File: src/rtl/cgra_config_loader_pkg.sv
// Shared parameters, FSM state type and config-record types for the CGRA config loader.
package cgra_config_loader_pkg;

  localparam int unsigned DATA_WIDTH                 = 16;
  localparam int unsigned CONTEXT_SIZE               = 6;
  localparam int unsigned CONTEXT_SIZE_BIT_LENGTH    = 3;
  localparam int unsigned NEIGHBOR_PE_NUM_BIT_LENGTH = 2;
  localparam int unsigned OPERATION_BIT_LENGTH       = 4;
  localparam int unsigned CONTEXT_SWITCH_CLK_SIZE    = 3;

  typedef enum logic [1:0] {
    StIdle,
    StStart,
    StRun,
    StDone
  } loader_state_e;

  // Per-context PE configuration (ConfigData), broadcast to every PE.
  typedef struct packed {
    logic [NEIGHBOR_PE_NUM_BIT_LENGTH-1:0] input_pe_index_1;
    logic [NEIGHBOR_PE_NUM_BIT_LENGTH-1:0] input_pe_index_2;
    logic [OPERATION_BIT_LENGTH-1:0]       op;
    logic [DATA_WIDTH-1:0]                 const_data;
  } config_data_t;

  // Accepted config record: target context slot plus its payload.
  typedef struct packed {
    logic [CONTEXT_SIZE_BIT_LENGTH-1:0] context_id;
    config_data_t                       data;
  } config_record_t;

  // The id field may be wider than the number of implemented context slots.
  function automatic logic context_in_range(input logic [CONTEXT_SIZE_BIT_LENGTH-1:0] ctx);
    return 32'(ctx) < CONTEXT_SIZE;
  endfunction

endpackage

File: src/rtl/cgra_context_timer.sv
// Slot timer, context counter and completed-iteration counter for a CGRA run.
module cgra_context_timer
  import cgra_config_loader_pkg::*;
#(
  parameter int unsigned ITERATION_BIT_LENGTH = 16
) (
  input  logic                               clk,
  input  logic                               reset,
  input  logic                               clear,
  input  logic                               enable,
  input  logic [CONTEXT_SIZE_BIT_LENGTH-1:0] max_id,
  input  logic [ITERATION_BIT_LENGTH-1:0]    iterations,
  output logic [CONTEXT_SIZE_BIT_LENGTH-1:0] context_id,
  output logic [ITERATION_BIT_LENGTH-1:0]    iteration,
  output logic                               last
);

  localparam int unsigned SlotW =
      (CONTEXT_SWITCH_CLK_SIZE > 0) ? $clog2(CONTEXT_SWITCH_CLK_SIZE + 1) : 1;
  localparam logic [SlotW-1:0] SlotMax = SlotW'(CONTEXT_SWITCH_CLK_SIZE);
  localparam logic [SlotW-1:0] SlotOne = SlotW'(1);
  localparam logic [CONTEXT_SIZE_BIT_LENGTH-1:0] CtxOne = CONTEXT_SIZE_BIT_LENGTH'(1);
  localparam logic [ITERATION_BIT_LENGTH-1:0] IterOne = ITERATION_BIT_LENGTH'(1);

  logic [SlotW-1:0]                   slot_q;
  logic [CONTEXT_SIZE_BIT_LENGTH-1:0] ctx_q;
  logic [ITERATION_BIT_LENGTH-1:0]    iter_q;
  logic                               slot_wrap;
  logic                               ctx_wrap;

  assign slot_wrap  = (slot_q == SlotMax);
  assign ctx_wrap   = slot_wrap && (ctx_q == max_id);
  // Final cycle of the run: this wrap completes the last requested iteration.
  assign last       = enable && ctx_wrap && ((iter_q + IterOne) == iterations);
  assign context_id = ctx_q;
  assign iteration  = iter_q;

  // Advance slot every RUN cycle, context on slot wrap, iteration on context wrap.
  always_ff @(posedge clk) begin
    if (reset || clear) begin
      slot_q <= '0;
      ctx_q  <= '0;
      iter_q <= '0;
    end else if (enable) begin
      if (slot_wrap) begin
        slot_q <= '0;
        if (ctx_wrap) begin
          ctx_q  <= '0;
          iter_q <= iter_q + IterOne;
        end else begin
          ctx_q <= ctx_q + CtxOne;
        end
      end else begin
        slot_q <= slot_q + SlotOne;
      end
    end
  end

endmodule

File: src/rtl/cgra_config_loader.sv
// Loads per-PE context configuration and sequences context execution runs.
module cgra_config_loader
  import cgra_config_loader_pkg::*;
#(
  parameter int unsigned PE_NUM               = 16,
  parameter int unsigned PE_ID_BIT_LENGTH     = 4,
  parameter int unsigned ITERATION_BIT_LENGTH = 16
) (
  input  logic                                  clk,
  input  logic                                  reset,
  input  logic                                  cfg_valid,
  output logic                                  cfg_ready,
  input  logic [PE_ID_BIT_LENGTH-1:0]           cfg_pe_id,
  input  logic [CONTEXT_SIZE_BIT_LENGTH-1:0]    cfg_context_id,
  input  logic [NEIGHBOR_PE_NUM_BIT_LENGTH-1:0] cfg_input_PE_index_1,
  input  logic [NEIGHBOR_PE_NUM_BIT_LENGTH-1:0] cfg_input_PE_index_2,
  input  logic [OPERATION_BIT_LENGTH-1:0]       cfg_op,
  input  logic [DATA_WIDTH-1:0]                 cfg_const_data,
  input  logic                                  cmd_start,
  input  logic [CONTEXT_SIZE_BIT_LENGTH-1:0]    cmd_context_max_id,
  input  logic [ITERATION_BIT_LENGTH-1:0]       cmd_iterations,
  output logic [NEIGHBOR_PE_NUM_BIT_LENGTH-1:0] config_input_PE_index_1,
  output logic [NEIGHBOR_PE_NUM_BIT_LENGTH-1:0] config_input_PE_index_2,
  output logic [OPERATION_BIT_LENGTH-1:0]       config_op,
  output logic [DATA_WIDTH-1:0]                 config_const_data,
  output logic [CONTEXT_SIZE_BIT_LENGTH-1:0]    config_index,
  output logic [PE_NUM-1:0]                     write_config_data,
  output logic                                  start_exec,
  output logic [CONTEXT_SIZE_BIT_LENGTH-1:0]    mapping_context_max_id,
  output logic                                  busy,
  output logic                                  done,
  output logic                                  cfg_error,
  output logic [CONTEXT_SIZE_BIT_LENGTH-1:0]    run_context_id,
  output logic [ITERATION_BIT_LENGTH-1:0]       run_iteration
);

  loader_state_e                      state_q;
  config_record_t                     cfg_record;
  config_record_t                     record_q;
  logic [PE_NUM-1:0]                  strobe_d;
  logic [PE_NUM-1:0]                  strobe_q;
  logic [CONTEXT_SIZE_BIT_LENGTH-1:0] max_id_q;
  logic [ITERATION_BIT_LENGTH-1:0]    iterations_q;
  logic                               start_exec_q;
  logic                               busy_q;
  logic                               done_q;
  logic                               error_q;
  logic                               cfg_fire;
  logic                               record_ok;
  logic                               cmd_accept;
  logic                               timer_enable;
  logic                               timer_last;

  // A pending run request takes priority over config traffic.
  assign cfg_ready  = (state_q == StIdle) && !cmd_start && !reset;
  assign cfg_fire   = cfg_valid && cfg_ready;
  assign cmd_accept = (state_q == StIdle) && cmd_start && !reset;
  assign record_ok  = context_in_range(cfg_context_id) && (32'(cfg_pe_id) < PE_NUM);

  assign cfg_record = '{
    context_id: cfg_context_id,
    data: '{
      input_pe_index_1: cfg_input_PE_index_1,
      input_pe_index_2: cfg_input_PE_index_2,
      op:               cfg_op,
      const_data:       cfg_const_data
    }
  };

  // One-hot write strobe for a valid accepted record.
  always_comb begin
    strobe_d = '0;
    for (int unsigned i = 0; i < PE_NUM; i++) begin
      strobe_d[i] = cfg_fire && record_ok && (32'(cfg_pe_id) == i);
    end
  end

  // Config path: register the record and strobe; bad records only raise the sticky error.
  always_ff @(posedge clk) begin
    if (reset) begin
      record_q <= '0;
      strobe_q <= '0;
      error_q  <= 1'b0;
    end else begin
      strobe_q <= strobe_d;
      if (cfg_fire) begin
        if (record_ok) begin
          record_q <= cfg_record;
        end else begin
          error_q <= 1'b1;
        end
      end
    end
  end

  // Run-control FSM with registered Moore outputs.
  always_ff @(posedge clk) begin
    if (reset) begin
      state_q      <= StIdle;
      max_id_q     <= '0;
      iterations_q <= '0;
      start_exec_q <= 1'b0;
      busy_q       <= 1'b0;
      done_q       <= 1'b0;
    end else begin
      start_exec_q <= 1'b0;
      done_q       <= 1'b0;
      case (state_q)
        StIdle: begin
          if (cmd_start) begin
            max_id_q     <= cmd_context_max_id;
            iterations_q <= cmd_iterations;
            if (cmd_iterations != '0) begin
              state_q      <= StStart;
              start_exec_q <= 1'b1;
              busy_q       <= 1'b1;
            end else begin
              state_q <= StDone;
              done_q  <= 1'b1;
            end
          end
        end
        StStart: state_q <= StRun;
        StRun: begin
          if (timer_last) begin
            state_q <= StDone;
            busy_q  <= 1'b0;
            done_q  <= 1'b1;
          end
        end
        StDone:  state_q <= StIdle;
        default: state_q <= StIdle;
      endcase
    end
  end

  assign timer_enable = (state_q == StRun);

  cgra_context_timer #(
    .ITERATION_BIT_LENGTH(ITERATION_BIT_LENGTH)
  ) u_timer (
    .clk        (clk),
    .reset      (reset),
    .clear      (cmd_accept),
    .enable     (timer_enable),
    .max_id     (max_id_q),
    .iterations (iterations_q),
    .context_id (run_context_id),
    .iteration  (run_iteration),
    .last       (timer_last)
  );

  assign config_input_PE_index_1 = record_q.data.input_pe_index_1;
  assign config_input_PE_index_2 = record_q.data.input_pe_index_2;
  assign config_op               = record_q.data.op;
  assign config_const_data       = record_q.data.const_data;
  assign config_index            = record_q.context_id;
  assign write_config_data       = strobe_q;
  assign start_exec              = start_exec_q;
  assign mapping_context_max_id  = max_id_q;
  assign busy                    = busy_q;
  assign done                    = done_q;
  assign cfg_error               = error_q;

endmodule

File: config.mk
export PLATFORM = sky130hd
export DESIGN_NAME = cgra_config_loader
export DESIGN_NICKNAME = d
export VERILOG_FILES = /design/src/rtl/cgra_config_loader_pkg.sv /design/src/rtl/cgra_context_timer.sv /design/src/rtl/cgra_config_loader.sv
export SDC_FILE = /design/constraint.sdc
export NUM_CORES = 1
export LEC_CHECK = 0
export ABC_AREA = 1
export CORE_MARGIN = 5
export CORE_UTILIZATION = 50
export DETAILED_ROUTE_END_ITERATION = 8
export PLACE_DENSITY = 0.87
export RECOVER_POWER = 100
export REMOVE_ABC_BUFFERS = 1
export SLEW_MARGIN = 20
export SYNTH_ARGS = -nofsm -noshare
export SYNTH_HDL_FRONTEND = slang
export SYNTH_SLANG_ARGS = --single-unit
File: constraint.sdc
create_clock -name clk -period 3.5 [get_ports clk]
set_input_delay 0.875 -clock clk [delete_from_list [all_inputs] [get_ports clk]]
set_output_delay 0.875 -clock clk [all_outputs]
set_load 0.005 [all_outputs]
==> flow_summary.yaml, run 1 <==
status:
  outcome: "complete, no violations"
synth:
  synth_edf_count: 0
  yosysSeqAreaShare_pct: 44.94
  yosysUniqueCellTypes: 28
  yosysWarnings: 0
  synth.avg_cell_area_um2: 7.080
  syn_inst: 560
  ys_ff_latch: 89
  synthFlopType: "dfxtp_1"
  async_flop_share_pct: 0
  synth_area_um2: 3965
route:
  wire_per_inst_um: 14.48
  antenna_left: 0
  first_iter_violations: 246
  dr_total_vias: 4158
  wl_mm: 11.50
  vias_per_cell: 5.237
  drt_first_pass_iters: 5
  drc: 0
sta:
  fin_crit_sh_pct: 91.45
  slew-limit-headroom_pct: 49.09
  hold_violations: 0
  worst_slew_pin_slew_ns: 0.7637
  setup_violations: 0
  period_minus_slack_ns: 3.201
  rsz0062_at_grt: "false"
  fin_skew_ns: 0.01211
  max_clock_freq_mhz: 312.4
  drv_slew: 0
  fin_tns_setup_ns: 0
layout:
  layout-drive-gt1-share_pct: 5.789
  mostFrequentLayoutCells: "nand2_1 (151), dfxtp_1 (89), inv_1 (76)"
  final_common_cell: "nand2_1"
  finish.net_count: 745
  area_growth_pct: 39.41
  fin_util_pct: 71.54
  fillCellCount: 591
global_route:
  grt_max_degree: 32
  busiest_layer: "met2"
  grt_use_met3_pct: 9.766
  grt_use_met1_pct: 26.37
  grt_pass1_wl_mm: 18.94
  antenna_found_initial: 1
  grt-ovfl-total: 0
  use_met2_pct: 39.82
  grt_pass1_vias: 4146
  track_usage_pct: 23.54
critical_path:
  crit_path_end_kind: "output pin"
  r2r-start: "u_timer.slot_q[0]"
  cp_max_fo: 5
  path_cells: "dlygate4sd3_1 -> inv_1 -> nand2_1 -> nor2_1 -> clkdlybuf4s50_1"
  path_buf_inv: 3
  cpPeakStageDelay_ns: 0.55
  required_ns: 2.62
  cp_data_arrival_time_ns: 2.33
  crit_path_start: "cmd_start"
  path_delay_family: "buffers and inverters"
  critPathSlowestCell: "dlygate4sd3_1"
  crit_type: "in -> out"
  critPathLaunchType: "primary input"
cts:
  clk_pin_slew_ns: 0.08
  clk_latency_ns: 0.36
  cts-buffers-inserted: 9
  cts_tree: "yes"
  cts-root-buf: "clkbuf_8"
  htree_levels: 3
  cts_resized: 0
  post_cts_buffers: 0
  clock_path_buffers: 2
  cts_sinks: 89
  cts.hold.buffers_added: 0
power:
  power_density_nw_per_um2: 389.5
  p_leak_nw: 2.482
  irDropWorstVdd_uv: 280.6
min_path:
  min-delay-path-class: "reg -> reg"
  min_from: "config_const_data[4]"
die:
  core-area_um2: 7727
  die_h_um: 99.05
  io_pins: 124
  die_x_um: 99.05
  rows: 32
  start_util_pct: 51.31
  die_area_um2: 9811
flow_run:
  maxCapViolCount: 0
placed_design:
  place_hpwl_mm: 8.777
  place.gp.congestion: 0.9144
  port_buffers: 123
==> through the flow <==
step | instance area [µm²] | worst slack, ns | hold WS (ns) | power, mW | cells
after floorplan | 3901 | 0.6938 | 0.4405 | 1.230 | 545
after global placement | 5313 | 0.4423 | 0.4441 | 1.376 | 777
after detailed placement | 5313 | 0.4139 | 0.4584 | 1.385 | 777
after CTS | 5539 | 0.4139 | 0.4701 | 2.177 | 793
after global routing | 5528 | 0.1820 | 0.4878 | 2.247 | 794
final | 5528 | 0.2992 | 0.4647 | 2.153 | 794
==> flip-flops by register name, indices dropped and copies added (netlist names) <==
signal,count
u_timer.iteration,16
write_config_data,16
cfg_error,1
config_input_PE_index_2,2
state_q,2
config_input_PE_index_1,2
start_exec,1
done,1
u_timer.context_id,3
u_timer.slot_q,2
iterations_q,16
config_index,3
busy,1
config_const_data,16
config_op,4
mapping_context_max_id,3
==> Yosys cell counts, types with 3 or more instances <==
master    instances  share of area (%)
a21oi_1          47                5.9
a31oi_1           3               0.47
buf_2             3               0.38
clkbuf_1         11                1.0
dfxtp_1          89                 45
ha_1              5                1.6
inv_1            75                7.1
inv_2             3               0.28
nand2_1         151                 14
nand2_2           6               0.95
nand3_1          42                5.3
nand4_1          13                2.1
nor2_1           45                4.3
nor2_2            6               0.95
nor2_4            3               0.85
o21ai_0          26                3.3
o22ai_1          15                2.4
xor2_1            4               0.88
==> per-layer routing <==
layer  vias up  wire length [µm]  part of all wire [%]
met5         -                 0                     0
met1      1870              4256                    37
met3        24              1499                    13
li1       2051                 -                     -
met4         0               239                   2.1
met2       213              5506                    48
==> where the power goes <==
group / internal [mW] / switching, mW
Sequential: 1.05 / 0.0192
Combinational: 0.135 / 0.150
Clock: 0.423 / 0.375
Total: 1.61 / 0.545
==> tightest hold or removal path, stage by stage, from the launching register on <==
cell	delay, ns
dfxtp_1	0.31
nand2_1	0.06
a21oi_1	0.05
==> layout make-up <==
type	count	area (µm²)	share of cell area, %
multi-input cells	378	1824	33.00
flip-flops and latches	89	1782	32.23
repair buffers	130	1272	23.02
inverters	78	292.8	5.297
clock buffers	10	137.6	2.490
well taps	102	127.6	2.309
clock inverters	6	88.84	1.607
diodes	1	2.502	0.04527
==> path summary, 6_finish.rpt <==
kind                          endpoint  cells past startpoint  slack, ns
setup / recovery             cfg_ready                      5       0.30
hold / removal    config_const_data[4]                      2       0.46
setup reg to reg            state_q[1]                     15       0.78
hold reg to reg   config_const_data[4]                      2       0.46
==> cell families after synthesis <==
| kind of cell | after synthesis | share of synthesized area (%) |
|---|---|---|
| AND/OR/NAND/NOR | 274 | 30.33 |
| AO/OA/AOI/OAI | 94 | 12.72 |
| buffers and inverters | 93 | 8.993 |
| flip-flops | 89 | 44.94 |
| XOR/XNOR | 5 | 1.451 |
| adder cells (fa/ha/maj) | 5 | 1.578 |
(Power assumes the default switching activity.)
==> run 2, diff against run 1 <==
CORE_UTILIZATION = 42   (was 50)
PLACE_DENSITY = 0.78   (was 0.87)
clock period = 2.6 ns   (was 3.5 ns; I/O delays follow)
==> run 2 against run 1 <==
Against the previous run: critical endpoint unchanged; non-clock buffer count up 3; first-iteration DRC count down 26%; sequential share of layout area is 0.33 points lower; design area grew 1.0%; clock skew rose by 0.0038 ns.
==> flow_summary.yaml, run 2 (synthesis gave the netlist of run 1 again) <==
power:
  combinationalPowerShare_pct: 13.4
  internal_power_mw: 2.156
  clkPwrFrac_pct: 36.9
  switching_share_pct: 25.53
  power_density_nw_per_um2: 518.3
  seq_power_share_pct: 49.7
  p_leak_nw: 2.517
  irDropWorstVdd_uv: 398.1
  power_switching_mw: 0.7390
sta:
  fin_skew_ns: 0.01589
  setup_ws_ns: 0.2598
  setup_violations: 0
  max_clock_freq_mhz: 427.3
  drv_slew: 0
  rsz0062_at_grt: "false"
  period_minus_slack_ns: 2.340
  hold_violations: 0
  fin_crit_sh_pct: 90.01
  slew-limit-headroom_pct: 58.91
  worst_slew_pin_slew_ns: 0.6164
  holdWs_ns: 0.4538
cts:
  clk_pin_slew_ns: 0.09
  cts-buffers-inserted: 9
  cts_tree: "yes"
  clock_path_buffers: 2
  clk_latency_ns: 0.36
  cts.hold.buffers_added: 0
  cts_sinks: 89
  htree_levels: 3
  cts-root-buf: "clkbuf_8"
critical_path:
  path_buf_inv: 3
  crit_path_end_kind: "output pin"
  path_depth: 5
  reg2reg_slack_ns: 0.37
  path_cells: "dlygate4sd3_1 -> inv_1 -> nand2_1 -> nor2_1 -> dlymetal6s2s_1"
  crit_type: "in -> out"
  regToRegEndpoint: "state_q[1]"
  path_delay_family: "buffers and inverters"
  required_ns: 1.95
  critPathLaunchType: "primary input"
  cpPeakStageDelay_ns: 0.57
  crit_path_start: "cmd_start"
  cp_data_arrival_time_ns: 1.69
  critPathSlowestCell: "dlygate4sd3_1"
  worstSetupEndpoint: "cfg_ready"
  r2r-start: "u_timer.iteration[0]"
  rr_worst_depth: 14
  cp_max_fo: 3
die:
  start_util_pct: 42.91
  io_pins: 124
  die_x_um: 107.2
  die_h_um: 107.2
  core-area_um2: 9240
  die_area_um2: 11480
  rows: 35
global_route:
  grt-ovfl-total: 0
  track_usage_pct: 20.01
  grt_pass1_wl_mm: 18.49
  grt_max_degree: 32
  grt_pass1_vias: 4129
  antenna_found_initial: 1
route:
  vias_per_cell: 4.907
  drc: 0
  antenna_left: 0
  drt_first_pass_iters: 4
  dr_total_vias: 4043
  wl_mm: 11.27
  first_iter_violations: 183
  wire_per_inst_um: 13.67
layout:
  layout-drive-gt1-share_pct: 6.484
  mostFrequentLayoutCells: "nand2_1 (152), dfxtp_1 (89), inv_1 (75)"
  area_growth_pct: 40.86
  finish.net_count: 748
  final_common_cell: "nand2_1"
placed_design:
  place.gp.congestion: 0.9141
  place_hpwl_mm: 8.569
  port_buffers: 123
  dp_slack_ns: -0.02249
status:
  outcome: "complete, no violations"
flow_run:
  maxCapViolCount: 0
min_path:
  min-delay-path-class: "reg -> reg"
run 2: per-layer routing:
layer,global-route usage (%),vias to the layer above,wire length (µm)
met1,21.56,1806,4309
met2,33.87,154,5409
li1,-,2063,-
met4,6.849,0,174
met3,10.05,20,1374
met5,0,-,0
run 2: power groups by stage:
stage	Combinational (mW)	Sequential (mW)	Clock [mW]
2_1_floorplan	0.187	1.47	0
3_3_place_gp	0.394	1.47	0
3_5_place_dp	0.400	1.47	0
4_1_cts	0.403	1.44	1.10
5_1_grt	0.436	1.44	1.15
6_report	0.388	1.44	1.07
run 2: stage by stage:
step	setup TNS [ns]	util, %	cells	area [µm²]	total power [mW]
finish	0	60.45	824	5585	2.895
global route	0	60.45	824	5585	3.036
CTS	0	60.56	823	5595	2.941
detailed placement	-0.02249	58.10	807	5369	1.871
global placement	0	58.10	807	5369	1.862
floorplan	0	-	545	3901	1.656
run 2: area by class of cell:
type | count | area [µm²]
multi-input combinational | 378 | 1822
clock inverter | 6 | 96.34
sequential | 89 | 1782
clock buffer | 10 | 127.6
tap | 129 | 161.4
antenna | 1 | 2.502
fill | 852 | 3655
timing repair buffer | 133 | 1301
inverter | 78 | 292.8
run 2: tightest hold or removal path, stage by stage (launching register included):
cell and delay [ns]:
dfxtp_1 0.31, inv_1 0.05, a21oi_1 0.05
run 2: timing repair:
action	CTS	global route
endpoints found under the setup margin	1	1
setup buffers	0	0
resized for setup	1	2
run 2: how the worst min path moves through the flow:
| stage | from | end | slack (ns) | cells past startpoint |
|---|---|---|---|---|
| 6_report | cfg_error | cfg_error | 0.45 | 2 |
| 5_1_grt | config_const_data[11] | config_const_data[11] | 0.48 | 2 |
| 4_1_cts | cfg_error | cfg_error | 0.46 | 2 |
| 2_1_floorplan | cfg_error | cfg_error | 0.44 | 2 |
| 3_5_place_dp | cfg_error | cfg_error | 0.45 | 2 |
| 3_3_place_gp | cfg_error | cfg_error | 0.44 | 2 |
==> run 3, diff against run 2 <==
ABC_AREA = 0   (was 1)
PLACE_DENSITY = 0.79   (was 0.78)
==> run 3 against run 2 <==
Against the previous run: setup slack got worse by 0.11 ns; combinational power up 80%; non-clock buffer count rose by 4; maximum frequency shrank 4.3%; die area shrank 2.6%; first-iteration DRC count down 55%; area after synthesis down 2.9%; critical path depth fell by 1; clock skew is 0.0072 ns lower; highest routed layer unchanged; critical path type unchanged; final cell count shrank 15%.
==> flow_summary.yaml, run 3 <==
status:
  outcome: "complete, no violations"
sta:
  drv_slew: 0
  fin_skew_ns: 0.008666
  max_clock_freq_mhz: 408.9
  worst_slew_pin_slew_ns: 0.8784
  setup_ws_ns: 0.1543
  hold_violations: 0
  period_minus_slack_ns: 2.446
  setup_violations: 0
  fin_crit_sh_pct: 94.06
  slew-limit-headroom_pct: 41.44
  rsz0062_at_grt: "false"
cts:
  clk_pin_slew_ns: 0.09
  htree_levels: 3
  cts_sinks: 89
  cts_tree: "yes"
  clock_path_buffers: 2
  cts.hold.buffers_added: 0
  cts-buffers-inserted: 9
  clk_latency_ns: 0.35
  cts-root-buf: "clkbuf_8"
synth:
  yosysSeqAreaShare_pct: 46.26
  syn_inst: 467
  yosysMostFrequentCell: "nand2_1"
  yosysUniqueCellTypes: 50
  synth_edf_count: 0
  synth_top_cell_by_area: "dfxtp_1"
  yosysWarnings: 0
  synthTopCellsByArea: "dfxtp_1 (46%), nand2_1 (11%), a21oi_1 (6.6%)"
  synth_area_um2: 3851
  synthTopCellsByCount: "nand2_1 (108), dfxtp_1 (89), nor2_1 (52)"
  yosysTopAreaCellShare_pct: 46.26
  synth.avg_cell_area_um2: 8.247
  synthFlopType: "dfxtp_1"
  async_flop_share_pct: 0
  ys_ff_latch: 89
route:
  dr_total_vias: 3618
  first_iter_violations: 83
  drc: 0
  drt_first_pass_iters: 4
  wl_mm: 10.02
  vias_per_cell: 5.139
  wire_per_inst_um: 14.23
  antenna_left: 0
global_route:
  grt_use_met1_pct: 20.40
  grt_use_met3_pct: 8.451
  track_usage_pct: 18.35
  use_met2_pct: 30.83
  grt_pass1_vias: 3620
  grt_max_degree: 53
  busiest_layer: "met2"
  antenna_found_initial: 0
  grt_pass1_wl_mm: 16.82
  grt-ovfl-total: 0
placed_design:
  dp_slack_ns: -0.1342
  port_buffers: 123
  place.gp.congestion: 0.9198
  post_dp_cell_area_um2: 5207
  place_hpwl_mm: 7.737
power:
  power_density_nw_per_um2: 609.4
  irDropWorstVdd_uv: 419.5
  p_total_mw: 3.297
  p_leak_nw: 2.174
critical_path:
  r2r-start: "u_timer.iteration[0]"
  reg2reg_slack_ns: 0.22
  cp_max_fo: 3
  crit_path_start: "cmd_start"
  cp_data_arrival_time_ns: 1.80
  required_ns: 1.95
  critPathLaunchType: "primary input"
  crit_path_end_kind: "output pin"
  rr_worst_depth: 8
  worstSetupEndpoint: "cfg_ready"
  crit_type: "in -> out"
  regToRegEndpoint: "state_q[1]"
die:
  io_pins: 124
  die_area_um2: 11180
  die_x_um: 105.8
  die_h_um: 105.8
  start_util_pct: 42.28
  core-area_um2: 9109
  rows: 35
layout:
  mostFrequentLayoutCells: "nand2_1 (108), dfxtp_1 (89), dlygate4sd3_1 (69)"
  design_area_um2: 5410
  area_growth_pct: 40.48
  final_common_cell: "nand2_1"
  finish.net_count: 647
  diodes: 0
  layout-drive-gt1-share_pct: 6.408
min_path:
  min-delay-path-class: "reg -> reg"
  min_from: "config_const_data[4]"
flow_run:
  maxCapViolCount: 0
-- run 3: cell count changes in the layout (fill, tap and decap cells not counted), moves of 6 or more --
cell and delta:
o21ai_0 -20, inv_1 -71, xor2_1 +15, nand2_1 -44, nand3_1 -34, xnor2_1 +22, nor3_1 +11, o22ai_1 -15
nor2_1 +6
-- run 3: metrics by stage --
| stage | setup TNS [ns] | hold WS (ns) | cells | util, % |
|---|---|---|---|---|
| floorplan | 0 | 0.4418 | 440 | - |
| global placement | -0.1163 | 0.4405 | 688 | 57.17 |
| detailed placement | -0.1342 | 0.4479 | 688 | 57.17 |
| CTS | 0 | 0.4594 | 704 | 59.64 |
| global route | 0 | 0.4750 | 704 | 59.40 |
| finish | 0 | 0.4554 | 704 | 59.40 |
-- run 3: cells by family after synthesis --
logic type	Yosys count	synth area share, %
AO/OA/AOI/OAI	73	11.08
flip-flops	89	46.26
multiplexers	2	0.5198
adder cells (fa/ha/maj)	5	1.624
AND/OR/NAND/NOR	226	27.52
buffers and inverters	31	3.671
XOR/XNOR	41	9.324
-- run 3: critical path, cell delays in order --
cell and delay (ns):
clkdlybuf4s50_1 0.42, or2b_2 0.31, nor2_1 0.16, dlygate4sd2_1 0.26
-- run 3: how the worst min path moves through the flow --
stage	to	slack [ns]	cells past startpoint
after floorplan	iterations_q[12]	0.44	2
after global placement	config_input_PE_index_2[0]	0.44	2
after detailed placement	config_const_data[10]	0.45	2
after CTS	config_const_data[4]	0.46	2
after global routing	config_const_data[4]	0.47	2
final	config_const_data[4]	0.46	2
-- run 3: final cells by class --
cell class	count	area (µm²)
Fill cell	810	3699
Multi-Input combinational cell	347	1923
Sequential cell	89	1782
Timing Repair Buffer	137	1328
Tap cell	111	138.9
Clock buffer	9	123.9
Clock inverter	7	100.1
Inverter	4	15.01
-- run 3: metal layers --
| metal | vias up | wire length (µm) |
|---|---|---|
| met1 | 1645 | 3966 |
| met5 | - | 0 |
| met3 | 17 | 1064 |
| li1 | 1805 | - |
| met4 | 0 | 190 |
| met2 | 151 | 4794 |
-- run 3: power by group --
part	switching (mW)	internal, mW	total, mW
Clock	0.512	0.552	1.06
Sequential	0.0691	1.47	1.54
Combinational	0.364	0.334	0.698
-- run 3: timing repair --
| item | 4_1_cts | 5_1_grt |
|---|---|---|
| setup endpoints to repair | 1 | 2 |
| gates resized for setup | 2 | 1 |
| buffers inserted | 0 | 0 |
| gates cloned | 0 | 0 |
